**src/rtl/inst_fetch_unit.sv**
```systemverilog
// Instruction fetch front end: reads opcode plus 0-2 operand bytes and presents them to the decoder.
// Optional RESET_VECTOR_FETCH_EN: load the starting fetch PC from $FFFC/$FFFD after reset.
module inst_fetch_unit #(
    parameter logic [15:0] RESET_PC = 16'hC000
) (
    input  logic        clk,
    input  logic        rst,
    output logic        mem_rd,
    output logic [15:0] mem_addr,
    input  logic [7:0]  mem_rdata,
    output logic        op_valid,
    input  logic        op_ready,
    output logic [7:0]  opcode,
    output logic [7:0]  operand_lo,
    output logic [7:0]  operand_hi,
    output logic [1:0]  op_len,
    output logic [15:0] op_pc,
    input  logic        redirect_valid,
    input  logic [15:0] redirect_pc
);

`ifdef RESET_VECTOR_FETCH_EN
    typedef enum logic [2:0] {F_OP, F_B1, F_B2, F_B3, PRESENT, V_LO, V_HI, V_LD} state_t;
`else
    typedef enum logic [2:0] {F_OP, F_B1, F_B2, F_B3, PRESENT} state_t;
`endif

    state_t      state, state_nx;
    logic [15:0] fpc;
    logic        rd;
    logic [15:0] addr;
    logic        in_vec;
    logic        redir;
    logic [1:0]  rdata_len;

    function automatic logic [1:0] plen(input logic [7:0] b);
        if (b == 8'h20)                                          return 2'd3;
        else if (b == 8'h00 || b == 8'h40 || b == 8'h60)         return 2'd1;
        else if (b[4:0] == 5'b10000)                             return 2'd2;
        else if (b[3:0] == 4'b1000)                              return 2'd1;
        else if (b[1:0] == 2'b10 && (b[4:2] == 3'b010 || b[4:2] == 3'b110))
                                                                 return 2'd1;
        else if (b[4:2] == 3'b011 || b[4:2] == 3'b111)           return 2'd3;
        else if (b[4:2] == 3'b110)                               return 2'd3;
        else                                                     return 2'd2;
    endfunction

    assign rdata_len = plen(mem_rdata);

`ifdef RESET_VECTOR_FETCH_EN
    assign in_vec = (state == V_LO) || (state == V_HI) || (state == V_LD);
`else
    assign in_vec = 1'b0;
`endif

    // Redirects cannot interrupt the vector fetch; otherwise they override everything.
    assign redir = redirect_valid && !in_vec;

    always_comb begin
        state_nx = state;
        rd       = 1'b0;
        addr     = fpc;
        case (state)
            F_OP: begin
                rd       = 1'b1;
                state_nx = F_B1;
            end
            F_B1: begin
                if (rdata_len >= 2'd2) begin
                    rd       = 1'b1;
                    addr     = fpc + 16'd1;
                    state_nx = F_B2;
                end else begin
                    state_nx = PRESENT;
                end
            end
            F_B2: begin
                if (op_len == 2'd3) begin
                    rd       = 1'b1;
                    addr     = fpc + 16'd2;
                    state_nx = F_B3;
                end else begin
                    state_nx = PRESENT;
                end
            end
            F_B3:    state_nx = PRESENT;
            PRESENT: if (op_ready) state_nx = F_OP;
`ifdef RESET_VECTOR_FETCH_EN
            V_LO: begin
                rd       = 1'b1;
                addr     = 16'hFFFC;
                state_nx = V_HI;
            end
            V_HI: begin
                rd       = 1'b1;
                addr     = 16'hFFFD;
                state_nx = V_LD;
            end
            V_LD:    state_nx = F_OP;
`endif
            default: state_nx = F_OP;
        endcase
        if (redir) state_nx = F_OP;
    end

    // The reset state still decodes as a read, so mask the strobe while rst is held.
    assign mem_rd   = rd && !rst;
    assign mem_addr = mem_rd ? addr : 16'h0000;
    assign op_valid = (state == PRESENT);

    always_ff @(posedge clk or posedge rst) begin
        if (rst) begin
`ifdef RESET_VECTOR_FETCH_EN
            state <= V_LO;
            fpc   <= 16'h0000;
`else
            state <= F_OP;
            fpc   <= RESET_PC;
`endif
            opcode     <= 8'h00;
            operand_lo <= 8'h00;
            operand_hi <= 8'h00;
            op_len     <= 2'd1;
            op_pc      <= 16'h0000;
        end else begin
            state <= state_nx;
            if (redir) begin
                fpc <= redirect_pc;
            end else begin
                case (state)
                    F_B1: begin
                        opcode     <= mem_rdata;
                        op_len     <= rdata_len;
                        operand_lo <= 8'h00;
                        operand_hi <= 8'h00;
                        op_pc      <= fpc;
                    end
                    F_B2:    operand_lo <= mem_rdata;
                    F_B3:    operand_hi <= mem_rdata;
                    PRESENT: if (op_ready) fpc <= fpc + {14'd0, op_len};
`ifdef RESET_VECTOR_FETCH_EN
                    V_HI:    fpc[7:0]  <= mem_rdata;
                    V_LD:    fpc[15:8] <= mem_rdata;
`endif
                    default: ;
                endcase
            end
        end
    end

endmodule

```
**config.mk**
```make
export PLATFORM = sky130hd
export DESIGN_NAME = inst_fetch_unit
export DESIGN_NICKNAME = d
export VERILOG_FILES = /design/src/rtl/inst_fetch_unit.sv
export SDC_FILE = /design/constraint.sdc
export NUM_CORES = 1
export LEC_CHECK = 0
export ABC_AREA = 1
export CAP_MARGIN = 20
export CORE_MARGIN = 3
export CORE_UTILIZATION = 50
export DETAILED_ROUTE_END_ITERATION = 16
export HOLD_SLACK_MARGIN = 0.15
export PLACE_DENSITY = 0.79
export SETUP_SLACK_MARGIN = 0.5
export SYNTH_ARGS = -nofsm -noshare
export SYNTH_HDL_FRONTEND = slang
export SYNTH_SLANG_ARGS = --single-unit
```
**constraint.sdc**
```tcl
create_clock -name clk -period 3.56 [get_ports clk]
set_input_delay 0.712 -clock clk [delete_from_list [all_inputs] [get_ports clk]]
set_output_delay 0.712 -clock clk [all_outputs]
set_load 0.02 [all_outputs]
```
==> out/metrics.yaml, run 1 <==
worst_setup_path:
  critPathMaxStageDelay_ns: 0.26
  reg2reg_to: "fpc[12]"
  crit_path_frequent_cell: "nor2_2"
  crit_path_max_fanout: 7
  worst_setup_path_start_kind: "input pin"
  rrSetupSlack_ns: 1.42
  crit_path_cell_trace: "dlygate4sd2_1, nor2_2, nand2_1, nor2_1, nor2_2, buf_6, buf_4, o21ai_0, o211ai_1, a21oi_1, buf_2"
  cp_num_buf_inv: 4
  cp_top_family: "buffers and inverters"
  r2r_cells: 11
  arrival_ns: 2.27
  end_kind: "output port"
  cp.required_ns: 2.85
  r2r_start: "op_len[0]"
  critPathKind: "in2out"
  cpMaxStageDelayCell: "dlygate4sd2_1"
pwr:
  power.internal_mw: 1.94
  switchingPower_mw: 1.55
  p_comb_share_pct: 50.0
  seq_power_share_pct: 32.3
  leakage_nw: 2.40
  cellPowerDensity_nw_per_um2: 676
  finalPower_mw: 3.49
  switching_share_pct: 44.4
  ir_worst_vdd_uv: 372
  power_frac_clock_pct: 17.7
floorplanning:
  die_y_um: 95.1
  rows: 31
  start_util_pct: 53.0
  coreArea_sq_um: 7490
  die_area_sq_um: 9040
  io_pins: 88
  die_w_um: 95.1
layout:
  fill_cells: 639
  final_cell_mix: "nand2_1, o21ai_0, clkdlybuf4s50_1"
  final_util_pct: 69.0
  final_common_cell: "nand2_1"
  layout.cells.non_filler: 755
  syn2layout_area_growth_pct: 30.1
  multi_input_area_sq_um: 2100
  fin_area_sq_um: 5160
  diodes: 0
  fin_nets: 684
  final-seq-area_sq_um: 1530
  final_layout_size_suffix_gt1_share_pct: 14.9
cts:
  clk_latency_ns: 0.34
  cts-root-buf: "clkbuf_8"
  ctsHoldBuffers: 0
  cts_buffers: 9
  cts_sinks: 61
  clockBufferDepth: 2
  clk_pin_slew_ns: 0.06
  cts_tree: "yes"
  h-tree-depth: 3
timing:
  final-setup-viol-count: 0
  fmax_mhz: 335
  finalHoldViolCount: 0
  period_share_pct: 83.9
  fin_ws_ns: 0.573
  max_slew_margin_pct: 34.8
  rsz0062_at_grt: "yes"
  skew_ns: 0.00843
  period_needed_ns: 2.99
  worst_hold_slack_ns: 0.481
  tns_ns: 0
  tightest_slew_ns: 0.977
  finalMaxSlewViolations: 0
drt:
  vias_per_cell: 5.68
  drc_errors: 0
  routed_wirelength_um: 12400
  firstDrtPassIters: 6
  drt-initial-drc-count: 290
  wl_per_cell_um: 16.4
  final_antenna_net_count: 0
  dr_total_vias: 4291
placement:
  routabilityCongestion: 0.945
  dp.cells: 734
  placed_area_sq_um: 4970
  io_buffers: 87
  dp_hpwl_um: 9450
  post-place-ws_ns: -0.0697
logic_synthesis:
  synth_nets: 588
  synth.largest_area_cell: "dfrtp_1"
  synthXorXnorAreaFrac_pct: 1.55
  synthArstFlopShare_pct: 100
  synth_simple_gate_area_share_pct: 32.2
  synth_top_family_by_area: "simple AND/OR/NAND/NOR gates"
  synth.area.top_cells: "dfrtp_1, nand2_1, o21ai_0"
  syn_avg_cell_area_sq_um: 7.15
  synth_adder_area_share_pct: 1.77
  ys_warn_count: 0
  synth_mux_area_share_pct: 0
  synth.distinct_cells: 38
  postSynthCellCount: 555
  synth_compound_area_share_pct: 17.2
  syn-cell-area_sq_um: 3970
  synth_edf_count: 0
  ys_seq_area_share_pct: 38.6
  yosysTopAreaCellShare_pct: 36.6
  synth_flop_cell: "dfrtp_1"
  ys_ff_latch: 61
hold_path:
  min_from: "op_pc[1]"
  hold_path_depth: 2
  hold_class: "reg2reg"
  whs_endpoint: "op_pc[1]"
global_route:
  grt_pass1_wl_um: 20100
  grt_overflow: 0
  grt_pass1_vias: 4013
  grt_usage_pct: 28.9
  grt_antenna_before_repair: 0
  grt_max_degree: 50
run:
  drv_cap: 0
run_status:
  status: "complete, no violations"
[final cells by class]
type / count / area share [%]
clock buffer: 9 / 2.40
clock inverter: 7 / 1.45
inverter: 61 / 4.68
multi-input combinational: 414 / 40.8
sequential: 61 / 29.7
tap: 99 / 2.40
timing repair buffer: 104 / 18.6
[power groups by stage]
stage               Combinational [mW]  Clock (mW)  Sequential [mW]
global placement                  1.74           0             1.12
global route                      1.91       0.656             1.15
floorplan                        0.790           0             1.33
detailed placement                1.77           0             1.13
finish                            1.75       0.617             1.13
CTS                               1.75       0.621             1.12
[per-layer routing]
metal / GRT usage [%] / wire [um]
met2: 45.5 / 5640
met3: 4.81 / 1170
met4: 9.38 / 261
met5: 0 / 0
met1: 40.6 / 5290
[worst max-delay path by stage]
| stage | from | endpoint | slack (ns) | depth (start not counted) |
|---|---|---|---|---|
| final | mem_rdata[7] | mem_addr[3] | 0.57 | 11 |
| after global routing | mem_rdata[2] | mem_addr[12] | 0.44 | 11 |
| after CTS | mem_rdata[2] | mem_addr[5] | 0.47 | 13 |
| after detailed placement | mem_rdata[2] | mem_addr[5] | -0.07 | 13 |
| after global placement | mem_rdata[2] | mem_addr[3] | -0.04 | 11 |
| after floorplan | mem_rdata[2] | mem_addr[9] | 1.0 | 9 |
[sequential cells by signal, summed over array words and instances, names as in the netlist]
register	flops
operand_lo	8
opcode	8
op_len	2
op_pc	16
operand_hi	8
fpc	16
state	3
[Yosys cell counts, types with 2 or more instances]
cell type	n
nand3_1	46
buf_6	3
nand2_2	4
nand4_1	13
a21oi_1	17
nor3_1	5
ha_1	4
nand3_2	2
xor2_1	7
a21oi_2	5
nor2_2	6
buf_2	8
inv_1	54
nor2_4	7
dfrtp_1	58
clkbuf_1	6
o22ai_1	6
nand2_1	150
nand2_4	3
o211ai_1	5
o21ai_1	6
nor2_1	44
o21ai_0	74
inv_2	5
buf_4	2
dfstp_2	3
[kinds of logic after synthesis]
| family | after synthesis |
|---|---|
| AOI/OAI and AO/OA | 121 |
| buffers and inverters | 80 |
| adders and majority gates | 5 |
| xor gates and xnor gates | 7 |
| DFF | 61 |
| and+or+nand+nor | 281 |
[tightest hold or removal path, cell delays in order (launching register included)]
cell and delay [ns]:
dfrtp_1 0.34, nand2_1 0.05, o21ai_0 0.05
[what timing repair did]
| item | 4_1_cts | 5_1_grt |
|---|---|---|
| setup endpoints to repair | 17 | 16 |
| gates resized for setup | 52 | 27 |
| setup buffers | 2 | 3 |
| pin swaps | 4 | 2 |
Note: power is estimated with default switching activity, not from simulation.
==> run 2: changes to the inputs <==
CORE_UTILIZATION = 46   (was 50)
PLACE_DENSITY = 0.77   (was 0.79)
clock period = 2.65 ns   (was 3.56 ns; I/O delays follow)
==> run 2 against run 1 <==
The flow now finishes with violations (negative setup slack). Sequential share of layout area decreased by 4.9 points. Sequential power is 36% higher. Worst setup slack lost 0.58 ns. First-iteration DRC count increased by 28%. Critical path type is now reg2out. Highest routed layer unchanged.
==> out/metrics.yaml, run 2 (synthesized netlist as in run 1, its figures left out) <==
layout:
  final_layout_size_suffix_gt1_share_pct: 29.5  # +15 points
  syn2layout_area_growth_pct: 55.7
  reg.largest.list: "fpc: 16 flops, op_pc: 16 flops"
  fill_cells: 623  # -2.5%
  final_cell_mix: "nand2_1, buf_4, o21ai_0"
  fin_nets: 759  # +11%
  fin_area_sq_um: 6180  # +20%
  final_util_pct: 74.4  # +5.5 points
  diodes: 0  # unchanged
  final_common_cell: "nand2_1"
run:
  drv_cap: 0  # unchanged
drt:
  wl_per_cell_um: 18.4  # +13%
  firstDrtPassIters: 5  # -1
  drt-initial-drc-count: 370  # +28%
  drc_errors: 0  # unchanged
  routed_wirelength_um: 15400  # +25%
  final_antenna_net_count: 0  # unchanged
  dr_total_vias: 4860  # +13%
  vias_per_cell: 5.81  # +2.3%
cts:
  cts_buffers: 9  # unchanged
  ctsHoldBuffers: 0  # unchanged
  clk_pin_slew_ns: 0.08  # +0.02 ns
  cts-root-buf: "clkbuf_8"
  h-tree-depth: 3  # unchanged
  clockBufferDepth: 2  # unchanged
  cts_sinks: 61  # unchanged
  cts_tree: "yes"
  clk_latency_ns: 0.34  # about the same
timing:
  worst_hold_slack_ns: 0.490  # +0.00975 ns
  finalHoldViolCount: 0  # unchanged
  max_slew_margin_pct: 55.9  # +21 points
  rsz0062_at_grt: "yes"
  final-setup-viol-count: 1  # +1
  skew_ns: 0.00558  # -0.00285 ns
  period_share_pct: 100
  fin_ws_ns: -0.00456  # -0.578 ns
  finalMaxSlewViolations: 0  # unchanged
  fmax_mhz: 377
  period_needed_ns: 2.65
  tightest_slew_ns: 0.657  # -0.320 ns
worst_setup_path:
  cp_top_family: "flip-flops"
  cp.required_ns: 2.12  # -0.73 ns
  cpMaxStageDelayCell: "dfstp_2"
  r2r_cells: 11  # unchanged
  crit_path_max_fanout: 15  # +8
  cp_num_cells: 8  # -3
  end_kind: "output port"
  critPathKind: "reg2out"
  crit_path_cell_trace: "nand2_4, a211oi_4, inv_2, a21oi_4, buf_12, nand2_1, a21oi_2, buf_6"
  critPathMaxStageDelay_ns: 0.64  # +0.38 ns
  cp_num_buf_inv: 3  # -1
  arrival_ns: 2.12  # -0.15 ns
  worst_setup_path_start_kind: "flop"
floorplanning:
  coreArea_sq_um: 8300  # +11%
  start_util_pct: 47.8  # -5.2 points
  die_w_um: 98.9  # +4.0%
  die_area_sq_um: 9780  # +8.1%
  io_pins: 88  # unchanged
  rows: 33  # +6.5%
  die_y_um: 98.9  # +4.0%
global_route:
  grt_max_degree: 62  # +24%
  grt_usage_pct: 31.1  # +2.2 points
  grt_pass1_wl_um: 24200  # +21%
  grt_antenna_before_repair: 0  # unchanged
  grt_overflow: 0  # unchanged
  grt_pass1_vias: 4688  # +17%
pwr:
  leakage_nw: 2.87  # +19%
  cellPowerDensity_nw_per_um2: 864  # +28%
  ir_worst_vdd_uv: 454  # +22%
  finalPower_mw: 5.34  # +53%
hold_path:
  hold_class: "reg2reg"
  hold_path_depth: 2  # unchanged
placement:
  post-place-ws_ns: -0.603  # -0.533 ns
  dp_hpwl_um: 10300  # +9.4%
  io_buffers: 87  # unchanged
  routabilityCongestion: 0.949  # +0.50%
  placed_area_sq_um: 5360  # +8.0%
run_status:
  violations: "negative setup slack"
  status: "finished with violations"
run 2: cell count changes in the layout (fill, tap and decap cells not counted), moves of 5 or more:
cell and change:
a21oi_1 -7, nand3_1 -5, a21oi_4 +5, buf_6 +27
clkbuf_2 -6, nor2_2 +7, o21ai_0 -6, buf_2 -6
nor2_1 -11, buf_4 +58
run 2: power by group:
group          internal [mW]  switching [mW]  leakage [nW]
Combinational           1.28            1.68          2.01
Sequential              1.25           0.292         0.759
Clock                  0.439           0.408        0.0939
Total                   2.96            2.38          2.87
run 2: final timing paths:
check / slack, ns / start / end
max: -0.005 / op_len[0] / mem_addr[3]
min: 0.49 / op_pc[15] / op_pc[15]
max reg2reg: 0.32 / op_len[0] / fpc[14]
min reg2reg: 0.49 / op_pc[15] / op_pc[15]
max in group asynchronous: 1.50 / rst / op_len[0]
min in group asynchronous: 0.83 / rst / op_len[1]
run 2: area by class of cell:
| type | instances | area, sq um | area share [%] |
|---|---|---|---|
| clock buffer | 11 | 131 | 2.13 |
| clock inverter | 5 | 60.1 | 0.972 |
| inverter | 61 | 244 | 3.95 |
| multi-input combinational | 414 | 2340 | 38.0 |
| sequential | 61 | 1530 | 24.8 |
| tap | 105 | 131 | 2.13 |
| timing repair buffer | 179 | 1730 | 28.0 |
run 2: per-layer routing:
metal	vias up	wire (um)	GRT usage, %
met1	2316	6200	41.9
met2	305	7370	50.1
met4	0	627	12.4
met5	-	0	0
li1	2178	-	-
met3	61	1220	4.81
run 2: worst reg2reg max path, stage by stage, from the launching register on:
cell and delay (ns):
dfstp_2 0.64, buf_4 0.15, buf_4 0.10, ha_2 0.17, inv_1 0.05, fa_2 0.37, nor2_4 0.21, nand2_2 0.08
nor2_2 0.12, xor2_1 0.17, nor2_1 0.06, o21ai_1 0.15
run 2: stage by stage:
stage | cells | setup TNS (ns)
3_3_place_gp | 779 | -8.59
6_report | 836 | -0.00456
3_5_place_dp | 779 | -9.03
2_1_floorplan | 555 | 0
5_1_grt | 836 | -0.626
4_1_cts | 832 | 0
run 2: what timing repair did:
action / 4_1_cts / 5_1_grt
resized for setup: 140 / 51
endpoints found under the setup margin: 22 / 33
cloned: 2 / 0
buffers inserted: 35 / 4
pin swaps: 21 / 16
==> run 3: changes to the inputs <==
CTS_CLUSTER_SIZE = 20   (was not set)
REMOVE_ABC_BUFFERS = 1   (was not set)
==> run 3 against run 2 <==
The run now ends clean. Clock skew increased by 0.0066 ns. Total power increased by 1.1%. Largest cell class unchanged. Critical endpoint unchanged. Global-route usage decreased by 3.1 points.
==> out/metrics.yaml, run 3 (synthesized netlist as in run 1, its figures left out) <==
cts:
  cts_sinks: 61  # unchanged
  clk_latency_ns: 0.36  # +0.02 ns
  h-tree-depth: 3  # unchanged
  cts_buffers: 9  # unchanged
  clk_pin_slew_ns: 0.08  # about the same
  cts-root-buf: "clkbuf_8"
  cts_tree: "yes"
  clockBufferDepth: 2  # unchanged
worst_setup_path:
  cp_top_family: "flip-flops"
  arrival_ns: 2.06  # -0.06 ns
  rrSetupSlack_ns: 0.33  # about the same
  critPathMaxStageDelay_ns: 0.59  # -0.05 ns
  critPathKind: "reg2out"
  cp.required_ns: 2.12  # about the same
  r2r_start: "op_len[0]"
  crit_path_cell_trace: "nand2_4, a211oi_2, inv_2, a21oi_4, buf_12, nand2_4, a21oi_2, buf_4"
  cpMaxStageDelayCell: "dfstp_2"
  end_kind: "output port"
  crit_path_max_fanout: 8  # -7
  r2r_cells: 11  # unchanged
  reg2reg_to: "fpc[14]"
  crit_path_frequent_cell: "nand2_4"
  worst_setup_path_start_kind: "flop"
  cp_num_buf_inv: 3  # unchanged
timing:
  fin_ws_ns: 0.0634  # +0.0679 ns
  rsz0062_at_grt: "yes"
  final-setup-viol-count: 0  # -1
  finalMaxSlewViolations: 0  # unchanged
  tightest_slew_ns: 0.581  # -0.0757 ns
  fmax_mhz: 387  # +2.6%
  period_needed_ns: 2.59  # -0.0679 ns
  skew_ns: 0.0122  # +0.00664 ns
  worst_hold_slack_ns: 0.480  # -0.0101 ns
  tns_ns: 0  # +0.00456 ns
  period_share_pct: 97.6  # -2.6 points
  max_slew_margin_pct: 60.8  # +4.9 points
  finalHoldViolCount: 0  # unchanged
hold_path:
  hold_path_depth: 2  # unchanged
  whs_endpoint: "op_pc[0]"
  min_from: "op_pc[0]"
  hold_class: "reg2reg"
floorplanning:
  rows: 33  # unchanged
  die_y_um: 98.9  # unchanged
  start_util_pct: 47.8  # unchanged
  die_area_sq_um: 9780  # unchanged
  die_w_um: 98.9  # unchanged
  io_pins: 88  # unchanged
  coreArea_sq_um: 8300  # unchanged
layout:
  final_cell_mix: "nand2_1, o21ai_0, clkdlybuf4s50_1"
  fin_nets: 724  # -4.6%
  final_common_cell: "nand2_1"
  final_layout_size_suffix_gt1_share_pct: 27.7  # -1.8 points
  reg.largest.list: "fpc: 16 flops, op_pc: 16 flops"
  diodes: 0  # unchanged
  fin_area_sq_um: 5860  # -5.1%
  syn2layout_area_growth_pct: 47.7
  layout.cells.non_filler: 801  # -4.2%
global_route:
  grt_antenna_before_repair: 0  # unchanged
  grt_max_degree: 41  # -34%
  grt_pass1_wl_um: 21800  # -9.8%
  grt_usage_pct: 28.0  # -3.1 points
  grt_pass1_vias: 4347  # -7.3%
  grt_overflow: 0  # unchanged
pwr:
  seq_power_share_pct: 27.6  # -1.2 points
  p_comb_share_pct: 54.0  # -1.3 points
  power.internal_mw: 3.04  # +2.7%
  cellPowerDensity_nw_per_um2: 921  # +6.6%
  switching_share_pct: 43.6  # -0.86 points
  ir_worst_vdd_uv: 620  # +37%
  power_frac_clock_pct: 18.5  # +2.6 points
  leakage_nw: 2.69  # -6.4%
  switchingPower_mw: 2.36  # -0.82%
placement:
  routabilityCongestion: 0.966  # +1.8%
  placed_area_sq_um: 5260  # -2.0%
  dp_hpwl_um: 9810  # -5.0%
  dp.cells: 776  # -0.39%
  post-place-ws_ns: -0.606  # -0.00277 ns
  io_buffers: 87  # unchanged
drt:
  wl_per_cell_um: 17.1  # -7.1%
  final_antenna_net_count: 0  # unchanged
  dr_total_vias: 4535  # -6.7%
  firstDrtPassIters: 5  # unchanged
  drt-initial-drc-count: 315  # -15%
  routed_wirelength_um: 13700  # -11%
  drc_errors: 0  # unchanged
  vias_per_cell: 5.66  # -2.6%
run_status:
  status: "complete, no violations"
run:
  drv_cap: 0  # unchanged
-- run 3: how the worst max path moves through the flow --
| stage | start | to | slack [ns] | cells past startpoint |
|---|---|---|---|---|
| floorplan | mem_rdata[6] | mem_addr[4] | -0.06 | 9 |
| global placement | mem_rdata[2] | mem_addr[5] | -0.56 | 13 |
| detailed placement | mem_rdata[2] | mem_addr[5] | -0.61 | 13 |
| CTS | op_len[0] | mem_addr[11] | 0.15 | 8 |
| global route | op_len[0] | mem_addr[3] | -0.02 | 8 |
| finish | op_len[0] | mem_addr[3] | 0.06 | 8 |
-- run 3: layout make-up --
cell class	instances	area, sq um
timing repair buffer	144	1350
clock buffer	10	138
tap	105	131
inverter	61	246
sequential	61	1540
clock inverter	6	93.8
multi-input combinational	414	2360
fill	667	2440
-- run 3: worst reg2reg max path, cell delays in order, from the launching register on --
cell	delay [ns]
dfstp_2	0.59
buf_4	0.12
buf_4	0.12
ha_4	0.14
inv_1	0.06
fa_2	0.44
nor2_4	0.20
nand2_2	0.12
nor2_4	0.12
xor2_1	0.15
nor2_1	0.07
o21ai_1	0.14
-- run 3: routing by layer --
layer	routed length (um)	vias to the layer above	share of wire [%]	track usage, %
met1	5830	2176	42	37.7
met5	0	-	0	0
met4	305	0	2.2	10.7
li1	-	2104	-	-
met2	6500	220	47	44.9
met3	1090	35	7.9	4.81
-- run 3: per-stage QoR --
step                      util [%]  power (mW)
after CTS                     67.8        5.17
after detailed placement      63.3        4.07
after floorplan                  -        2.80
after global routing          70.6        5.70
after global placement        63.3        4.02
final                         70.6        5.40
-- run 3: timing repair --
action,CTS,global route
buffers inserted,5,4
pin swaps,15,15
hold buffers,0,0
gates resized for setup,156,56
gates cloned,0,0
endpoints found under the setup margin,22,24
-- run 3: power groups by stage --
stage          Combinational (mW)  Clock [mW]  Sequential, mW
2_1_floorplan                1.02           0            1.78
3_3_place_gp                 2.56           0            1.46
3_5_place_dp                 2.59           0            1.48
4_1_cts                      2.69        1.01            1.48
5_1_grt                      3.12        1.05            1.53
6_report                     2.91       0.997            1.49
